--- config.mk ---
export PLATFORM = sky130hd
export DESIGN_NAME = gyro_txfifo
export DESIGN_NICKNAME = d
export VERILOG_FILES = /design/src/rtl/gyro_txfifo_pkg.sv /design/src/rtl/gyro_txfifo_mem.sv /design/src/rtl/gyro_txfifo.sv
export SDC_FILE = /design/constraint.sdc
export NUM_CORES = 1
export LEC_CHECK = 0
export ABC_AREA = 1
export CAP_MARGIN = 20
export CORE_ASPECT_RATIO = 0.75
export CORE_MARGIN = 2
export CORE_UTILIZATION = 50
export DETAILED_ROUTE_END_ITERATION = 10
export GPL_TIMING_DRIVEN = 0
export PLACE_DENSITY_LB_ADDON = 0.12
export SYNTH_ARGS = -nofsm -noshare
export SYNTH_HDL_FRONTEND = slang
export SYNTH_HIERARCHICAL = 1
export SYNTH_SLANG_ARGS = --single-unit
--- constraint.sdc ---
create_clock -name clk_i -period 31.4 [get_ports clk_i]
set_input_delay 3.14 -clock clk_i [delete_from_list [all_inputs] [get_ports clk_i]]
set_output_delay 3.14 -clock clk_i [all_outputs]
set_load 0.02 [all_outputs]
--- src/rtl/gyro_txfifo_pkg.sv ---
// Shared types and default widths for the gyro transmit stream buffer.
package gyro_txfifo_pkg;

   localparam int unsigned TXFIFO_STRM_DW = 32;
   localparam int unsigned TXFIFO_STRM_UW = 4;
   localparam int unsigned TXFIFO_STRM_SW = 4;
   localparam int unsigned TXFIFO_DEPTH   = 16;

   typedef enum logic [1:0] {
      RUN        = 2'd0,
      FLUSH_WAIT = 2'd1,
      CLEAR      = 2'd2
   } txfifo_state_e;

   typedef struct packed {
      logic                      tlast;
      logic [TXFIFO_STRM_SW-1:0] tstrb;
      logic [TXFIFO_STRM_UW-1:0] tuser;
      logic [TXFIFO_STRM_DW-1:0] tdata;
   } txfifo_entry_t;

endpackage

--- src/rtl/gyro_txfifo_mem.sv ---
// DEPTH x W register store: one synchronous write port, one asynchronous read port.
module gyro_txfifo_mem #(
   parameter int unsigned W     = 41,
   parameter int unsigned DEPTH = 16,
   parameter int unsigned AW    = $clog2(DEPTH)
) (
   input  logic          clk_i,
   input  logic          rst_i,
   input  logic          we_i,
   input  logic [AW-1:0] waddr_i,
   input  logic [W-1:0]  wdata_i,
   input  logic [AW-1:0] raddr_i,
   output logic [W-1:0]  rdata_o
);

   logic [W-1:0] mem_q [DEPTH];

   // Cleared on reset so the fall-through output reads zero from an empty store.
   always_ff @(posedge clk_i or posedge rst_i) begin
      if (rst_i) begin
         for (int i = 0; i < int'(DEPTH); i++) mem_q[i] <= '0;
      end else if (we_i) begin
         mem_q[waddr_i] <= wdata_i;
      end
   end

   assign rdata_o = mem_q[raddr_i];

endmodule

--- src/rtl/gyro_txfifo.sv ---
// Transmit stream buffer with optional store-and-forward, flush control and
// level / packet-count status.
module gyro_txfifo
   import gyro_txfifo_pkg::*;
#(
   parameter int unsigned DW    = TXFIFO_STRM_DW,
   parameter int unsigned UW    = TXFIFO_STRM_UW,
   parameter int unsigned SW    = TXFIFO_STRM_SW,
   parameter int unsigned DEPTH = TXFIFO_DEPTH
) (
   input  logic                       clk_i,
   input  logic                       rst_i,
   input  logic                       s_tvalid_i,
   output logic                       s_tready_o,
   input  logic [DW-1:0]              s_tdata_i,
   input  logic [UW-1:0]              s_tuser_i,
   input  logic [SW-1:0]              s_tstrb_i,
   input  logic                       s_tlast_i,
   output logic                       m_tvalid_o,
   input  logic                       m_tready_i,
   output logic [DW-1:0]              m_tdata_o,
   output logic [UW-1:0]              m_tuser_o,
   output logic [SW-1:0]              m_tstrb_o,
   output logic                       m_tlast_o,
   input  logic                       enable_i,
   input  logic                       pkt_mode_i,
   input  logic                       flush_i,
   output logic [$clog2(DEPTH):0]     level_o,
   output logic [$clog2(DEPTH):0]     pkt_cnt_o,
   output logic                       full_o,
   output logic                       empty_o,
   output logic                       flush_busy_o
);

   localparam int unsigned AW = $clog2(DEPTH);
   localparam int unsigned LW = AW + 1;
   localparam int unsigned EW = 1 + SW + UW + DW;

   typedef struct packed {
      logic          tlast;
      logic [SW-1:0] tstrb;
      logic [UW-1:0] tuser;
      logic [DW-1:0] tdata;
   } entry_t;

   txfifo_state_e state_q, state_d;
   logic [AW-1:0] wr_ptr_q, wr_ptr_d, rd_ptr_q, rd_ptr_d;
   logic [LW-1:0] level_q, level_d, pkt_cnt_q, pkt_cnt_d;
   logic          full_q, full_d, empty_q, empty_d, ct_q, ct_d;
   logic          run_c, clear_c, release_c, s_tready_c, m_tvalid_c, push_c, pop_c;
   entry_t        wr_entry, rd_entry;

   assign wr_entry = '{tlast: s_tlast_i, tstrb: s_tstrb_i, tuser: s_tuser_i, tdata: s_tdata_i};
   assign push_c   = s_tvalid_i & s_tready_c;
   assign pop_c    = m_tvalid_c & m_tready_i;

   gyro_txfifo_mem #(
      .W     (EW),
      .DEPTH (DEPTH),
      .AW    (AW)
   ) u_mem (
      .clk_i   (clk_i),
      .rst_i   (rst_i),
      .we_i    (push_c),
      .waddr_i (wr_ptr_q),
      .wdata_i (wr_entry),
      .raddr_i (rd_ptr_q),
      .rdata_o (rd_entry)
   );

   always_ff @(posedge clk_i or posedge rst_i) begin
      if (rst_i) state_q <= RUN;
      else       state_q <= state_d;
   end

   // Flush waits for any presented beat to complete so the stream never breaks mid-beat.
   always_comb begin
      state_d = state_q;
      unique case (state_q)
         RUN:        if (flush_i) state_d = FLUSH_WAIT;
         FLUSH_WAIT: if (!m_tvalid_c || pop_c) state_d = CLEAR;
         CLEAR:      state_d = RUN;
         default:    state_d = RUN;
      endcase
   end

   always_comb begin
      run_c      = (state_q == RUN);
      clear_c    = (state_q == CLEAR);
      release_c  = !pkt_mode_i || (pkt_cnt_q != '0) || ct_q;
      s_tready_c = !rst_i && enable_i && !full_q && run_c;
      m_tvalid_c = !empty_q && release_c && !clear_c;
   end

   // Cut-through override keeps an oversize packet from deadlocking a full store.
   always_comb begin
      wr_ptr_d  = wr_ptr_q + AW'(push_c);
      rd_ptr_d  = rd_ptr_q + AW'(pop_c);
      level_d   = level_q + LW'(push_c) - LW'(pop_c);
      pkt_cnt_d = pkt_cnt_q + LW'(push_c & s_tlast_i) - LW'(pop_c & rd_entry.tlast);
      ct_d      = ct_q;
      if (pop_c && rd_entry.tlast) ct_d = 1'b0;
      if (pkt_mode_i && full_q && (pkt_cnt_q == '0)) ct_d = 1'b1;
      if (clear_c) begin
         wr_ptr_d  = '0;
         rd_ptr_d  = '0;
         level_d   = '0;
         pkt_cnt_d = '0;
         ct_d      = 1'b0;
      end
      full_d  = (level_d == LW'(DEPTH));
      empty_d = (level_d == '0);
   end

   always_ff @(posedge clk_i or posedge rst_i) begin
      if (rst_i) begin
         wr_ptr_q  <= '0;
         rd_ptr_q  <= '0;
         level_q   <= '0;
         pkt_cnt_q <= '0;
         full_q    <= 1'b0;
         empty_q   <= 1'b1;
         ct_q      <= 1'b0;
      end else begin
         wr_ptr_q  <= wr_ptr_d;
         rd_ptr_q  <= rd_ptr_d;
         level_q   <= level_d;
         pkt_cnt_q <= pkt_cnt_d;
         full_q    <= full_d;
         empty_q   <= empty_d;
         ct_q      <= ct_d;
      end
   end

   assign s_tready_o   = s_tready_c;
   assign m_tvalid_o   = m_tvalid_c;
   assign m_tdata_o    = rd_entry.tdata;
   assign m_tuser_o    = rd_entry.tuser;
   assign m_tstrb_o    = rd_entry.tstrb;
   assign m_tlast_o    = rd_entry.tlast;
   assign level_o      = level_q;
   assign pkt_cnt_o    = pkt_cnt_q;
   assign full_o       = full_q;
   assign empty_o      = empty_q;
   assign flush_busy_o = !run_c;

endmodule

==> impl_metrics.py <==
metrics = {
    "clock_network": {
        "cts-buffers-inserted": 70,
        "cts_root_buf": "clkbuf_16",
        "clock_latency_ns": 0.62,
        "cts.clk_slew.worst_paths_ns": 0.06,
        "cts_hold_repair.buffers": 0,
        "post_cts_buffers": 0,
        "htreeDepth": 3,
        "cts_resized": 0,
        "cts_sinks": 679,
        "clockBufferDepth": 3,
        "cts_tree": "yes",
    },
    "critical_path": {
        "rrSetupSlack_ns": 26.73,
        "slowest_stage": "inv_1",
        "cp-end-kind": "primary output",
        "critical_path_class": "in -> out",
        "crit-reg2reg-launch": "rd_ptr_q[0]",
        "slowest_delay_ns": 0.71,
        "start_kind": "primary input",
        "cp_max_fo": 24,
        "path_cells": "clkdlybuf4s50_1 > inv_1 > nand2_1 > nor2_1 > nand2_1 > inv_1 > clkdlybuf4s50_1",
        "ff2ff_path_depth": 19,
        "r2r-end": "pkt_cnt_o[4]",
        "cp.required_ns": 28.26,
        "arrival_ns": 5.31,
    },
    "place": {
        "dp_hpwl_um": 82900,
        "gp_congestion": 0.942,
        "portBuffers": 103,
    },
    "pwr": {
        "leakagePower_nw": 17.9,
        "power_density_nw_per_um2": 87.3,
        "ir_drop_v": 0.0000750,
        "power_mw": 3.25,
    },
    "die": {
        "die-height_um": 225,
        "core_sq_um": 64000,
        "initial_utilization_pct": 50.9,
        "die_x_um": 299,
        "dieArea_sq_um": 67200,
        "rows": 80,
        "io_pins": 104,
    },
    "synth": {
        "synth_compound_area_share_pct": 10.4,
        "ys_warn_count": 6,
        "synth-seq-cells": 679,
        "netlist_area_sq_um": 32600,
        "synth_simple_gate_area_share_pct": 26.1,
        "syn_nets": 4415,
        "syn-mean-instance-area_sq_um": 7.49,
        "synth_top_family_by_area": "simple AND/OR/NAND/NOR gates",
        "synthAdderAreaFrac_pct": 0.699,
        "yosysUniqueCellTypes": 26,
        "syn_inst": 4350,
        "synth-xor-area-share_pct": 0.161,
        "synth_mux_area_share_pct": 0,
        "seq_area_frac_synth_pct": 52.2,
    },
    "global_routing": {
        "grt_max_degree": 128,
        "antenna_found_initial": 5,
        "first_global_vias": 28036,
        "overflow": 0,
        "track_usage_pct": 35.6,
        "grt_first_pass_wirelength_um": 179000,
    },
    "timing": {
        "hold_violations": 0,
        "relSlewSlack_pct": 18.9,
        "rsz0062_at_grt": "false",
        "period_share_pct": 26.9,
        "finalSetupViolations": 0,
        "setup_tns_ns": 0,
        "max_freq_mhz": 118,
        "report.final.slew_viol_count": 0,
        "min_period_ns": 8.45,
        "tightestPinTransition_ns": 1.22,
        "clock-skew-final_ns": 0.0167,
    },
    "route": {
        "firstDrtPassIters": 8,
        "remaining_drc_errors": 0,
        "ant_nets": 0,
        "totalWireLength_um": 119000,
        "drt_iter0_markers": 4290,
        "vias_per_cell": 5.59,
        "vias": 30437,
        "post_drt_wl_per_cell_um": 21.9,
    },
    "final_layout": {
        "area_growth_pct": 14.3,
        "final_net_count": 4596,
        "drive_gt1_share_pct": 4.06,
    },
    "min_path": {
        "min_to": "u_mem/mem_q[403]",
        "hold_path_depth": 2,
        "min_path_type": "reg -> reg",
        "min_from": "u_mem/mem_q[403]",
    },
    "status": {
        "outcome": "completed",
    },
    "job": {
        "max_cap_viol_count": 0,
    },
}
[critical path: cells and delay by family]
family,cells,cell delay [ns]
AND/OR/NAND/NOR,3,0.27
buffers and inverters,4,1.88
[cell usage after synthesis]
| library cell | count | area, sq um |
|---|---|---|
| xor2_1 | 3 | 26.3 |
| buf_2 | 53 | 265 |
| nor3_1 | 1 | 5.00 |
| nand3_2 | 1 | 10.0 |
| nand3b_1 | 1 | 7.51 |
| nor2_1 | 27 | 101 |
| o21ai_1 | 14 | 70.1 |
| dfstp_2 | 1 | 26.3 |
| nand3_1 | 506 | 2530 |
| dfrtp_1 | 678 | 17000 |
| nand2_1 | 1530 | 5740 |
| o21ai_0 | 651 | 3260 |
| o21bai_1 | 1 | 7.51 |
| or2_2 | 4 | 25.0 |
| a31oi_1 | 1 | 6.26 |
| nor2_4 | 1 | 11.3 |
| a21oi_1 | 6 | 30.0 |
| clkbuf_1 | 232 | 871 |
| inv_1 | 586 | 2200 |
| nand4_1 | 3 | 18.8 |
| fa_1 | 2 | 40.0 |
| xnor2_1 | 3 | 26.3 |
| inv_2 | 3 | 11.3 |
| ha_1 | 15 | 188 |
| nor2_2 | 6 | 37.5 |
| buf_1 | 21 | 78.8 |
[cell usage in the layout (no fill, tap or decap), types with 4 or more instances in the layout]
master,n
clkbuf_16,71
o21ai_0,651
inv_1,585
clkdlybuf4s50_1,103
o21ai_1,14
dfrtp_1,678
nand2_1,1530
nand3_1,506
clkinv_2,9
clkbuf_8,19
clkbuf_1,243
buf_1,21
nor2_1,27
bufinv_16,7
nor2_2,6
or2_2,4
buf_16,5
buf_2,53
ha_1,15
a21oi_1,6
[power by group]
part	internal, mW	switching (mW)
Clock	0.517	0.360
Combinational	0.403	0.941
Sequential	0.969	0.0562
[logic make-up after synthesis]
logic type	count (synthesis)
buffers and inverters	895
DFF	679
and+or+nand+nor	2080
adders and majority gates	17
AOI/OAI and AO/OA	673
xor gates and xnor gates	6
[cell type report]
cell class                 instances  area (sq um)
fill                            6184         26800
sequential                       679         17000
multi-input combinational       2776         12100
inverter                         589          2220
clock buffer                     101          2080
buffer                           306          1210
timing repair buffer             109          1180
tap                              861          1080
clock inverter                    20           289
antenna                            2          5.00
[stage by stage]
stage                     util [%]  area [sq um]  worst slack [ns]  hold WS [ns]  instances
final                         58.2         37200             22.95         0.482       5443
after global routing          58.2         37200             22.67         0.496       5441
after CTS                     58.2         37200             22.88         0.484       5441
after detailed placement      54.5         34800             22.88         0.468       5320
after global placement        54.2         34700              1.53         0.465       5314
after floorplan                  -         32600              9.88         0.445       4350
[how the worst max path moves through the flow]
stage / start / endpoint
floorplan: rst_i / u_mem/mem_q[0]
global placement: rst_i / u_mem/mem_q[180]
detailed placement: rst_i / s_tready_o
CTS: rst_i / s_tready_o
global route: rst_i / s_tready_o
finish: rst_i / s_tready_o
[layer usage]
| layer | share of wire [%] | global-route usage [%] | wire (um) |
|---|---|---|---|
| met1 | 43 | 52.3 | 50900 |
| met2 | 40 | 48.5 | 47200 |
| met3 | 14 | 12.8 | 16700 |
| met4 | 3.5 | 11.6 | 4220 |
| met5 | 0.011 | 0 | 13 |
[registers in the layout (all words and copies together) (netlist names)]
| signal | cells |
|---|---|
| wr_ptr_q | 4 |
| empty_o | 1 |
| ct_q | 1 |
| level_o | 5 |
| u_mem/mem_q | 656 |
| state_q | 2 |
| rd_ptr_q | 4 |
| full_o | 1 |
| pkt_cnt_o | 5 |
No activity file was read; power rests on OpenSTA's default activity.
